**src/rtl/ascon_round_sequencer_if.sv**
```systemverilog
// ============================================================================
//  Module      : ascon_round_sequencer_if
//  Description : Handshake and status bundle between the ASCON top-level FSM
//                (master) and the round sequencer (slave).
//                Optional macro ASCON_ROUND_CONST_OUT_EN adds rc_o.
//  Revision    : 1.0 - initial release
// ============================================================================
`default_nettype none

interface ascon_round_sequencer_if #(
  parameter int CPT_W  = 4
`ifdef ASCON_ROUND_CONST_OUT_EN
  ,
  parameter int UNROLL = 1
`endif
);
  logic             start_i;
  logic [1:0]       mode_i;
  logic             stall_i;
  logic             abort_i;
  logic             busy_o;
  logic [CPT_W-1:0] cpt_o;
  logic             first_round_o;
  logic             last_round_o;
  logic             done_o;
  logic             err_o;
`ifdef ASCON_ROUND_CONST_OUT_EN
  logic [8*UNROLL-1:0] rc_o;
`endif

  modport master (
    output start_i, mode_i, stall_i, abort_i,
`ifdef ASCON_ROUND_CONST_OUT_EN
    input  rc_o,
`endif
    input  busy_o, cpt_o, first_round_o, last_round_o, done_o, err_o
  );

  modport slave (
    input  start_i, mode_i, stall_i, abort_i,
`ifdef ASCON_ROUND_CONST_OUT_EN
    output rc_o,
`endif
    output busy_o, cpt_o, first_round_o, last_round_o, done_o, err_o
  );
endinterface

`default_nettype wire

```
**src/rtl/ascon_round_sequencer.sv**
```systemverilog
// ============================================================================
//  Module      : ascon_round_sequencer
//  Description : Sequences p^a / p^b / p^c permutation rounds with optional
//                unrolling, start/busy/done handshake, stall and abort.
//                Optional macro ASCON_ROUND_CONST_OUT_EN adds registered
//                round-constant bytes (rc_o) for each unrolled round.
//  Revision    : 1.0 - initial release
// ============================================================================
`default_nettype none

module ascon_round_sequencer #(
  parameter int CPT_W        = 4,
  parameter int TOTAL_ROUNDS = 12,
  parameter int ROUNDS_A     = 12,
  parameter int ROUNDS_B     = 8,
  parameter int ROUNDS_C     = 6,
  parameter int UNROLL       = 1
) (
  input  logic                   clock_i,
  input  logic                   reset_i,
  ascon_round_sequencer_if.slave bus
);

  localparam logic [1:0] c_st_idle = 2'd0;
  localparam logic [1:0] c_st_run  = 2'd1;
  localparam logic [1:0] c_st_done = 2'd2;

  localparam logic [CPT_W-1:0] c_idx_a    = CPT_W'(TOTAL_ROUNDS - ROUNDS_A);
  localparam logic [CPT_W-1:0] c_idx_b    = CPT_W'(TOTAL_ROUNDS - ROUNDS_B);
  localparam logic [CPT_W-1:0] c_idx_c    = CPT_W'(TOTAL_ROUNDS - ROUNDS_C);
  localparam logic [CPT_W-1:0] c_last_idx = CPT_W'(TOTAL_ROUNDS - UNROLL);
  localparam logic [CPT_W-1:0] c_step     = CPT_W'(UNROLL);

  // Parameter sanity: bad combinations must never reach silicon.
  if (UNROLL < 1 || UNROLL > 3) begin : g_chk_unroll
    $fatal(1, "UNROLL must be 1, 2 or 3");
  end
  if (TOTAL_ROUNDS >= (1 << CPT_W)) begin : g_chk_width
    $fatal(1, "TOTAL_ROUNDS does not fit in CPT_W bits");
  end
  if (ROUNDS_A > TOTAL_ROUNDS || ROUNDS_A < UNROLL || (ROUNDS_A % UNROLL) != 0) begin : g_chk_a
    $fatal(1, "ROUNDS_A illegal for TOTAL_ROUNDS/UNROLL");
  end
  if (ROUNDS_B > TOTAL_ROUNDS || ROUNDS_B < UNROLL || (ROUNDS_B % UNROLL) != 0) begin : g_chk_b
    $fatal(1, "ROUNDS_B illegal for TOTAL_ROUNDS/UNROLL");
  end
  if (ROUNDS_C > TOTAL_ROUNDS || ROUNDS_C < UNROLL || (ROUNDS_C % UNROLL) != 0) begin : g_chk_c
    $fatal(1, "ROUNDS_C illegal for TOTAL_ROUNDS/UNROLL");
  end

  logic [1:0]       r_state, w_state_next;
  logic [CPT_W-1:0] r_cpt, w_cpt_next;
  logic [CPT_W-1:0] r_start_idx, w_start_idx_next;
  logic             r_err, w_err_next;
  logic             w_mode_ok;
  logic [CPT_W-1:0] w_sel_idx;

  // Decode the requested mode into its first round index.
  always_comb begin
    w_mode_ok = (bus.mode_i != 2'b11);
    case (bus.mode_i)
      2'b00:   w_sel_idx = c_idx_a;
      2'b01:   w_sel_idx = c_idx_b;
      default: w_sel_idx = c_idx_c;
    endcase
  end

  // State, index and error-pulse registers; reset wins over everything.
  always_ff @(posedge clock_i) begin
    if (reset_i) begin
      r_state     <= c_st_idle;
      r_cpt       <= '0;
      r_start_idx <= '0;
      r_err       <= 1'b0;
    end else begin
      r_state     <= w_state_next;
      r_cpt       <= w_cpt_next;
      r_start_idx <= w_start_idx_next;
      r_err       <= w_err_next;
    end
  end

  // Next-state and next-index logic; abort beats stall beats progress.
  always_comb begin
    w_state_next     = r_state;
    w_cpt_next       = r_cpt;
    w_start_idx_next = r_start_idx;
    w_err_next       = 1'b0;
    case (r_state)
      c_st_idle: begin
        if (bus.start_i) begin
          if (w_mode_ok) begin
            w_state_next     = c_st_run;
            w_cpt_next       = w_sel_idx;
            w_start_idx_next = w_sel_idx;
          end else begin
            w_err_next = 1'b1;
          end
        end
      end
      c_st_run: begin
        if (bus.abort_i) begin
          w_state_next = c_st_idle;
          w_cpt_next   = '0;
        end else if (!bus.stall_i) begin
          if (r_cpt == c_last_idx) begin
            w_state_next = c_st_done;
          end else begin
            w_cpt_next = r_cpt + c_step;
          end
        end
      end
      c_st_done: begin
        if (bus.start_i && w_mode_ok) begin
          w_state_next     = c_st_run;
          w_cpt_next       = w_sel_idx;
          w_start_idx_next = w_sel_idx;
        end else begin
          w_state_next = c_st_idle;
          w_cpt_next   = '0;
          w_err_next   = bus.start_i;
        end
      end
      default: begin
        w_state_next = c_st_idle;
        w_cpt_next   = '0;
      end
    endcase
  end

  // Status outputs decoded from the registered state and index.
  always_comb begin
    bus.busy_o        = (r_state == c_st_run);
    bus.done_o        = (r_state == c_st_done);
    bus.first_round_o = (r_state == c_st_run) && (r_cpt == r_start_idx);
    bus.last_round_o  = (r_state == c_st_run) && (r_cpt == c_last_idx);
    bus.cpt_o         = r_cpt;
    bus.err_o         = r_err;
  end

`ifdef ASCON_ROUND_CONST_OUT_EN
  logic [8*UNROLL-1:0] r_rc;
  logic [8*UNROLL-1:0] w_rc_next;

  // One constant byte per unrolled round, computed from the next index so
  // it lands in the same cycle as cpt_o.
  for (genvar k = 0; k < UNROLL; k++) begin : g_rc
    logic [CPT_W-1:0] w_idx;
    logic [3:0]       w_nib;
    assign w_idx = w_cpt_next + CPT_W'(k);
    assign w_nib = 4'(w_idx);
    assign w_rc_next[8*k +: 8] = (w_state_next == c_st_run) ? {4'hF - w_nib, w_nib} : 8'h00;
  end

  // Round-constant register, cleared outside RUN.
  always_ff @(posedge clock_i) begin
    if (reset_i) begin
      r_rc <= '0;
    end else begin
      r_rc <= w_rc_next;
    end
  end

  assign bus.rc_o = r_rc;
`endif

endmodule

`default_nettype wire

```
**src/flat_wrapper.sv**
```systemverilog
// flat-port wrapper written by rule: the top's interface ports become plain ports
module ascon_round_sequencer_flat 
#(
  parameter int CPT_W        = 4,
  parameter int TOTAL_ROUNDS = 12,
  parameter int ROUNDS_A     = 12,
  parameter int ROUNDS_B     = 8,
  parameter int ROUNDS_C     = 6,
  parameter int UNROLL       = 1
)
  (clock_i, reset_i, bus_start_i, bus_mode_i, bus_stall_i, bus_abort_i, bus_busy_o, bus_cpt_o, bus_first_round_o, bus_last_round_o, bus_done_o, bus_err_o);
  ascon_round_sequencer_if #(.CPT_W(CPT_W)) bus_i ();
  input  logic clock_i;
  input  logic reset_i;
  input wire logic [$bits(bus_i.start_i)-1:0] bus_start_i;
  input wire logic [$bits(bus_i.mode_i)-1:0] bus_mode_i;
  input wire logic [$bits(bus_i.stall_i)-1:0] bus_stall_i;
  input wire logic [$bits(bus_i.abort_i)-1:0] bus_abort_i;
  output wire logic [$bits(bus_i.busy_o)-1:0] bus_busy_o;
  output wire logic [$bits(bus_i.cpt_o)-1:0] bus_cpt_o;
  output wire logic [$bits(bus_i.first_round_o)-1:0] bus_first_round_o;
  output wire logic [$bits(bus_i.last_round_o)-1:0] bus_last_round_o;
  output wire logic [$bits(bus_i.done_o)-1:0] bus_done_o;
  output wire logic [$bits(bus_i.err_o)-1:0] bus_err_o;
  assign bus_i.start_i = bus_start_i;
  assign bus_i.mode_i = bus_mode_i;
  assign bus_i.stall_i = bus_stall_i;
  assign bus_i.abort_i = bus_abort_i;
  assign bus_busy_o = bus_i.busy_o;
  assign bus_cpt_o = bus_i.cpt_o;
  assign bus_first_round_o = bus_i.first_round_o;
  assign bus_last_round_o = bus_i.last_round_o;
  assign bus_done_o = bus_i.done_o;
  assign bus_err_o = bus_i.err_o;
  ascon_round_sequencer #(.CPT_W(CPT_W), .TOTAL_ROUNDS(TOTAL_ROUNDS), .ROUNDS_A(ROUNDS_A), .ROUNDS_B(ROUNDS_B), .ROUNDS_C(ROUNDS_C), .UNROLL(UNROLL)) u_core (.clock_i(clock_i), .reset_i(reset_i), .bus(bus_i));
endmodule
```
**config.mk**
```make
export PLATFORM = sky130hd
export DESIGN_NAME = ascon_round_sequencer_flat
export DESIGN_NICKNAME = d
export VERILOG_FILES = /design/src/rtl/ascon_round_sequencer_if.sv /design/src/rtl/ascon_round_sequencer.sv /design/src/flat_wrapper.sv
export SDC_FILE = /design/constraint.sdc
export NUM_CORES = 1
export LEC_CHECK = 0
export CORE_MARGIN = 1
export CORE_UTILIZATION = 39
export DETAILED_ROUTE_END_ITERATION = 6
export PLACE_DENSITY_LB_ADDON = 0.08
export SYNTH_ARGS = -nofsm -noshare
export SYNTH_HDL_FRONTEND = slang
export SYNTH_SLANG_ARGS = --single-unit
```
**constraint.sdc**
```tcl
create_clock -name clock_i -period 1.4 [get_ports clock_i]
set_clock_uncertainty 0.1 [all_clocks]
set_input_delay 0.35 -clock clock_i [delete_from_list [all_inputs] [get_ports clock_i]]
set_output_delay 0.35 -clock clock_i [all_outputs]
set_load 0.05 [all_outputs]
```
==> results.md, run 1 <==
* Status: did not finish
* Last stage: global routing
* Stop err: [ERROR DPL-0038] Utilization greater than 100%, impossible to legalize
* Worst endpoint type: top-level output
* Cts bufs inserted at 3
* Pre-CTS setup slack at -0.427 ns
* Hold-fix buffers at CTS at 0
* Largest net degree at the start of global routing at 8
* Htree depth at 1
* GP Congestion at 0.892
* I/O pin total at 16
* Sequential area share after synthesis at 33.8%
* Unique cell type count in the Yosys netlist at 30
* Root Buffer: clkbuf_4
* # rows at 12
* Clk sinks at 9
* Cells after synthesis at 63
* Critical endpoint after global-route timing repair: bus_first_round_o
* Flops & latches, synth at 9
* DP HPWL at 1.31 mm
* YS warnings at 0
* Max clock buf depth at 2
* Avg Synthesized Cell Area at 8.46 um^2
* Input/output buffers at 15
* Syn_nets at 71
* Die height at between 30 and 40 um
* Initial Util at 44.9%
* Mapped Area at 533 um^2
* Die X at 39.0 um
## stage by stage
stage	area [um^2]	std cells
CTS	1140	120
detailed placement	991	111
global placement	991	111
floorplan	591	63
## synth_stat cells
cell      instances  area, um^2
ha_1              1        12.5
and2b_2           1        8.76
a21oi_1           5        25.0
o21ai_1           1        5.00
dfxtp_1           9         180
nor3b_2           1        12.5
o32ai_1           1        8.76
nand3b_1          1        7.51
a211o_2           1        10.0
a21boi_0          2        15.0
inv_1             3        11.3
or3_1             1        6.26
nand2b_1          6        37.5
xnor2_1           1        8.76
o21ba_2           1        10.0
nand2_1           2        7.51
a221oi_1          2        17.5
a41o_1            1        10.0
nor2_1            8        30.0
nor3_1            3        15.0
a311oi_1          1        8.76
o21ai_0           1        5.00
or3b_4            1        11.3
and3b_1           1        8.76
nand2_2           1        6.26
or4_1             1        7.51
xor2_1            2        17.5
nand4b_1          1        8.76
buf_4             1        7.51
nor4_1            2        12.5
## logic make-up after synthesis
group	after synthesis	synth area share, %
AOI/OAI and AO/OA	16	21.6
xor gates and xnor gates	3	4.93
adders and majority gates	1	2.35
buffers and inverters	4	3.52
DFF	9	33.8
and+or+nand+nor	30	33.8
## what timing repair did
action	in CTS
setup endpoints to repair	12
setup buffers	5
resized for setup	26
pin swaps	7
hold endpoints to repair	0
cloned	0
==> run 2: changes to the inputs <==
--- a/config.mk
+++ b/config.mk
@@ -5,10 +5,10 @@
 export SDC_FILE = /design/constraint.sdc
 export NUM_CORES = 1
 export LEC_CHECK = 0
-export CORE_MARGIN = 1
-export CORE_UTILIZATION = 39
+export CORE_AREA = 2 2 63 65
 export DETAILED_ROUTE_END_ITERATION = 6
-export PLACE_DENSITY_LB_ADDON = 0.08
+export DIE_AREA = 0 0 65 67
+export PLACE_DENSITY_LB_ADDON = 0.15
 export SYNTH_ARGS = -nofsm -noshare
 export SYNTH_HDL_FRONTEND = slang
 export SYNTH_SLANG_ARGS = --single-unit
==> constraint.sdc (replaced) <==
create_clock -name clock_i -period 1.8 [get_ports clock_i]
set_clock_uncertainty 0.1 [all_clocks]
set_input_delay 0.45 -clock clock_i [delete_from_list [all_inputs] [get_ports clock_i]]
set_output_delay 0.45 -clock clock_i [all_outputs]
set_load 0.05 [all_outputs]
==> run 2 against run 1 <==
Effect of this change:
- area after synthesis unchanged
- the flow now finishes, with violations (setup timing)
- synthesized cell count unchanged
==> results.md, run 2 <==
* # rows at 22 (was 12)
* CP Capture Type: primary output
* Routed wire length at 1.69 mm
* P&R area growth vs syn at 98.4%
* TritonCTS clock tree: built
* Post-synth ARST share at 0% (unchanged)
* Antenna viol nets, final at 0
* First-pass GRT wire length at 2.80 mm
* Total GRT Usage at 8.80%
* Commonest non-fill, non-tap cell in the layout: buf_4
* Placeable Area at 0.00361 mm^2
* Cells after synthesis at 63 (unchanged)
* Data required, critical path at roughly 1.3 ns
* Synth Flop Type: dfxtp_1 (unchanged)
* Pwr dens at 622 mW/mm^2
* Layout Utilization at between 20% and 30%
* Final setup margin at -0.198 ns
* Post-synthesis adder-cell area fraction at 2.35% (unchanged)
* Failing checks: setup timing
* Max cap viols at 0
* Min Hold Slack at 0.354 ns
* Largest net degree at the start of global routing at 9
* DIE AREA at 0.00436 mm^2
* Maximum clock frequency at approximately 500 MHz
* Worst-Margin Slew at between 0.3 and 0.4 ns
* Slowest cell on crit path: or4_4
* Share of cells above drive strength 1 at 47.5%
* Top cell type's share of synthesized area at 33.8% (unchanged)
* Xor/xnor cell area share of the yosys netlist at 4.93% (unchanged)
* Final hold violation count at 0
* Largest family of logic cells by synthesized area: simple AND/OR/NAND/NOR gates (unchanged)
* Most frequent cells in the layout: 20 x buf_4, 8 x buf_12, 6 x nor2_1, 6 x clkdlybuf4s50_1
* Sequential area share after synthesis at 33.8% (unchanged)
* Finish-stage setup viols at 1
* Lkg Pwr at 0.432 nW
* Die X at 65 um (was 39.0 um)
* YS warnings at 0 (unchanged)
* GP Congestion at 0.776 (was 0.892)
* Clk pin slew, worst setup/hold paths at 0.05 ns
* Cts bufs inserted at 3 (unchanged)
* WHS Path Cells at 1
* Final min period at 2.00 ns
* Reg2reg path depth at 5
* Htree depth at 1 (unchanged)
* Worst path max stage delay at 0.50 ns
* Clock latency on the worst-skew pair at 0.23 ns
* Drt pass-1 iters at 4
* Clk sinks at 9 (unchanged)
* Hold-critical path endpoint: u_core.bus.cpt_o[3]
* DRC violation count after routing at 0
* Post-synthesis mux area share at 0% (unchanged)
* CP Class: register to primary output
* Count leader, synth: dfxtp_1 (unchanged)
* Total power at 0.000658 W
* Mapped Area at 533 um^2 (unchanged)
* Vias at 579
* Synth top area cells: dfxtp_1 34%, nand2b_1 7.0%, nor2_1 5.6% (unchanged)
* Die height at 67 um (was 39.0 um)
* Max Slew Vio Count at 0
* Initial antenna violation count at 0
* Hold Path Origin: u_core.bus.cpt_o[3]
* Final Cycle Share at 111%
* Max clock buf depth at 2 (unchanged)
* RSZ-0062 raised after global routing: true
* Root Buffer: clkbuf_8 (was clkbuf_4)
* Critical Path Fanout Max at 2
* CP startpoint: u_core.r_state[1]
* Flops & latches, synth at 9 (unchanged)
* Number of flops mapped to enable cells by yosys at 0 (unchanged)
* Syn_nets at 71 (unchanged)
* Overflow after GRT at 0
* Largest delay share family, worst path: simple AND/OR/NAND/NOR gates
* Critical Path AT at between 1 and 1.5 ns
* DP HPWL at 1.30 mm (was 1.31 mm)
* Wire length per cell at 11.3 um
* Hold-fix buffers at CTS at 0 (unchanged)
* Input/output buffers at 15 (unchanged)
* DRT iter0 DRCs at 17
* Vias in the first global route at 606
* Slew Limit Headroom at ~76%
* Startpoint types: register
* Max FFs per register at 4
* Cell Chain, Critical Path: nand2b_4, or4_4, nor2_4, buf_12
* Reg2reg end: u_core.bus.cpt_o[0]
* Status: finished with violations (was did not finish)
* Maximum vdd drop at 0.000274 V
* Unique cell type count in the Yosys netlist at 30 (unchanged)
* Worst hold path class: register to register
* Vias/cell at 3.89
* Initial Util at 14.8% (was 44.9%)
* I/O pin total at 16 (unchanged)
* WP buf/inv at 1
* RR Startpoint: u_core.r_state[0]
* Worst reg-to-reg setup slack at 0.24 ns
* Final net count at 110
* Synth Area in Simple Gates at 33.8% (unchanged)
* Avg Synthesized Cell Area at 8.46 um^2 (unchanged)
* Diodes inserted at 0
* Post-synth top cells: 9 x dfxtp_1, 8 x nor2_1, 6 x nand2b_1, 5 x a21oi_1 (unchanged)
* Compound-cell area share of the yosys netlist at 21.6% (unchanged)
* Cell taking the most area after synthesis: dfxtp_1 (unchanged)
-- run 2: how the worst max path moves through the flow --
stage               depth (start not counted)                  end  slack (ns)
finish                                      4    bus_first_round_o       -0.20
global route                                4    bus_first_round_o       -0.25
CTS                                         4    bus_first_round_o       -0.22
detailed placement                          5  u_core.bus.cpt_o[0]       -0.11
global placement                            5  u_core.bus.cpt_o[0]        -0.1
floorplan                                   2    bus_first_round_o       -0.13
-- run 2: metal layers --
layer	part of all wire (%)	vias up	track usage, %
met5	0	-	0
met4	1.8	0	3.72
met3	7.4	2	4.05
met2	46	17	13.1
met1	44	254	10.8
li1	-	306	-
-- run 2: cell type report --
type	instances	area (um^2)
clock buffers	4	45.0
fillers	389	2550
multi-input cells	50	373
well taps	48	60.1
inverters	3	11.3
flip-flops and latches	9	186
repair buffers	35	382
-- run 2: kinds of logic after synthesis --
kind of cell               after synthesis
and+or+nand+nor                         30
DFF                                      9
AOI/OAI and AO/OA                       16
buffers and inverters                    4
xor gates and xnor gates                 3
adders and majority gates                1
-- run 2: what timing repair did --
item                       in CTS  in global routing
setup endpoints to repair       2                  2
pin swaps                       2                  3
gates resized for setup         2                  5
setup buffers                   1                  2
-- run 2: through the flow --
stage | TNS (ns) | setup slack [ns] | cells | area (um^2)
finish | -0.198 | -0.198 | 149 | 1060
floorplan | -0.134 | -0.134 | 63 | 552
CTS | -0.221 | -0.221 | 147 | 1020
global placement | -0.318 | -0.0954 | 142 | 960
detailed placement | -0.340 | -0.110 | 142 | 960
global route | -0.250 | -0.249 | 149 | 1060
-- run 2: power breakdown --
group | total, W | switching, W | internal, W
clock | 0.000229 | 0.0000754 | 0.000154
combinational | 0.000207 | 0.0000977 | 0.000110
sequential | 0.000221 | 0.00000899 | 0.000212
(Power assumes the default switching activity.)
==> run 3: changes to the inputs <==
--- a/config.mk
+++ b/config.mk
@@ -6,9 +6,11 @@
 export NUM_CORES = 1
 export LEC_CHECK = 0
 export CORE_AREA = 2 2 63 65
+export CTS_BUF_LIST = sky130_fd_sc_hd__clkbuf_2
 export DETAILED_ROUTE_END_ITERATION = 6
 export DIE_AREA = 0 0 65 67
 export PLACE_DENSITY_LB_ADDON = 0.15
+export REMOVE_ABC_BUFFERS = 1
 export SYNTH_ARGS = -nofsm -noshare
 export SYNTH_HDL_FRONTEND = slang
 export SYNTH_SLANG_ARGS = --single-unit
==> run 3 against run 2 <==
Effect of this change:
- the run still ends with setup timing left
- non-clock buffer count fell by 2
- clock power fell by 40%
- register-to-register slack improved by 0.02 ns
- clock-buffer cell count did not move
- total power fell by 16%
- cell area fell by 4.5%
- critical path depth did not move
- combinational power fell by 5%
- sequential power barely moved
- flip-flop and latch count did not move
- via count rose by 0.69%
- largest cell class is now multi-input gates
- largest power group is now registers
==> results.md, run 3 (synthesis results as in run 2) <==
* Status: finished with violations (unchanged)
* Failing checks: setup timing (unchanged)
* Placeable Area at 0.00361 mm^2 (unchanged)
* Htree depth at 1 (unchanged)
* Diodes inserted at 0 (unchanged)
* Vias at 583 (was 579)
* Pre-CTS setup slack at -0.0999 ns (was -0.110 ns)
* Vias in the first global route at 574 (was 606)
* Root Buffer: clkbuf_2 (was clkbuf_8)
* Hold-fix buffers at CTS at 0 (unchanged)
* Share of cells above drive strength 1 at 45.5% (was 47.5%)
* Total power at 0.000553 W (was 0.000658 W)
* Initial Util at 14.8% (unchanged)
* DP HPWL at 1.23 mm (was 1.30 mm)
* Critical Path AT at 1.48 ns (was 1.45 ns)
* # rows at 22 (unchanged)
* Vias/cell at 3.97 (was 3.89)
* Final setup margin at -0.226 ns (was -0.198 ns)
* Wire length per cell at 10.6 um (was 11.3 um)
* Final Cycle Share at 113% (was 111%)
* Initial antenna violation count at 0 (unchanged)
* Setup TNS at -0.238 ns (was -0.198 ns)
* DRC violation count after routing at 0 (unchanged)
* Largest net degree at the start of global routing at 9 (unchanged)
* CP Capture Type: primary output (unchanged)
* Antenna viol nets, final at 0 (unchanged)
* First-pass GRT wire length at 2.71 mm (was 2.80 mm)
* CP Class: register to primary output (unchanged)
* Finish-stage setup viols at 2 (was 1)
* GP Congestion at 0.770 (was 0.776)
* Clk pin slew, worst setup/hold paths at 0.11 ns (was 0.05 ns)
* Most frequent cells in the layout: 18 x buf_4, 8 x buf_12, 6 x nor2_1, 6 x clkdlybuf4s50_1, 6 x dfxtp_1 (was 20 x buf_4, 8 x buf_12, 6 x nor2_1, 6 x clkdlybuf4s50_1)
* Worst-Margin Slew at 0.325 ns (was 0.353 ns)
* Maximum clock frequency at 494 MHz (was 500 MHz)
* Final net count at 108 (was 110)
* Die X at 65 um (unchanged)
* Cts bufs inserted at 3 (unchanged)
* Lkg Pwr at 0.415 nW (was 0.432 nW)
* Routed wire length at 1.56 mm (was 1.69 mm)
* P&R area growth vs syn at 89.4% (was 98.4%)
* Slew Limit Headroom at 78.2% (was 76.4%)
* Final min period at 2.03 ns (was 2.00 ns)
* Input/output buffers at 15 (unchanged)
* DRT iter0 DRCs at 7 (was 17)
* Critical Path Fanout Max at 2 (unchanged)
* Maximum vdd drop at 0.000161 V (was 0.000274 V)
* Max FFs per register at 4 (unchanged)
* Max Slew Vio Count at 0 (unchanged)
* TritonCTS clock tree: built (unchanged)
* I/O pin total at 16 (unchanged)
* Die height at 67 um (unchanged)
* Startpoint types: register (unchanged)
* Total GRT Usage at 8.23% (was 8.80%)
* Min Hold Slack at 0.386 ns (was 0.354 ns)
* DIE AREA at 0.00436 mm^2 (unchanged)
* Final hold violation count at 0 (unchanged)
* Data required, critical path at 1.25 ns (about the same)
* Clock latency on the worst-skew pair at 0.25 ns (was 0.23 ns)
* Overflow after GRT at 0 (unchanged)
* RSZ-0062 raised after global routing: true (unchanged)
* Worst hold path class: register to register (unchanged)
* Drt pass-1 iters at 3 (was 4)
* Commonest non-fill, non-tap cell in the layout: buf_4 (unchanged)
* Max cap viols at 0 (unchanged)
* Max clock buf depth at 2 (unchanged)
* Pwr dens at 548 mW/mm^2 (was 622 mW/mm^2)
* Clk sinks at 9 (unchanged)
## run 3: final cells by class
cell class / instances / area (um^2)
clock buffers: 4 / 20.0
fillers: 387 / 2600
inverters: 3 / 11.3
multi-input cells: 50 / 368
flip-flops and latches: 9 / 184
well taps: 48 / 60.1
repair buffers: 33 / 367
## run 3: stage by stage
stage	util [%]	area, um^2	std cells
floorplan	-	526	62
global placement	26.1	941	142
detailed placement	26.1	941	142
CTS	27.9	1010	147
global route	28.0	1010	147
finish	28.0	1010	147
## run 3: metal layers
| layer | vias up | track usage (%) | wire [um] |
|---|---|---|---|
| li1 | 302 | - | - |
| met1 | 266 | 11.8 | 812 |
| met2 | 13 | 11.2 | 664 |
| met3 | 2 | 1.52 | 57 |
| met4 | 0 | 4.79 | 27 |
| met5 | - | 0 | 0 |
## run 3: where the power goes
| group | switching, W | internal, W | total [W] | leakage (nW) |
|---|---|---|---|---|
| registers | 0.00000804 | 0.000210 | 0.000218 | 0.0750 |
| logic | 0.0000946 | 0.000102 | 0.000197 | 0.323 |
| clock network | 0.0000794 | 0.0000590 | 0.000138 | 0.0166 |
| total | 0.000182 | 0.000371 | 0.000553 | 0.415 |
## run 3: worst paths after layout
path | from | end | slack (ns) | depth (start not counted)
worst max-delay path | u_core.r_state[1] | bus_first_round_o | -0.23 | 4
worst min-delay path | u_core.r_start_idx[2] | u_core.r_start_idx[2] | 0.39 | 2
worst max register to register | u_core.bus.cpt_o[0] | u_core.bus.cpt_o[0] | 0.26 | 6
worst min register to register | u_core.r_start_idx[2] | u_core.r_start_idx[2] | 0.39 | 2
## run 3: what timing repair did
| item | CTS | global route |
|---|---|---|
| buffers inserted | 1 | 0 |
| pin swaps | 3 | 2 |
| setup endpoints to repair | 2 | 3 |
| gates resized for setup | 9 | 2 |
## run 3: worst max-delay path: stages (launching register included)
cell	delay [ns]
dfxtp_2	0.33
nand2b_4	0.14
or4_4	0.50
nor2_4	0.12
buf_12	0.14
==> run 4: changes to the inputs <==
--- a/config.mk
+++ b/config.mk
@@ -7,6 +7,7 @@
 export LEC_CHECK = 0
 export CORE_AREA = 2 2 63 65
 export CTS_BUF_LIST = sky130_fd_sc_hd__clkbuf_2
+export CTS_CLUSTER_SIZE = 10
 export DETAILED_ROUTE_END_ITERATION = 6
 export DIE_AREA = 0 0 65 67
 export PLACE_DENSITY_LB_ADDON = 0.15
==> results of run 4 <==
Same layout as run 3: the final DEF is identical, and so are final timing and power.
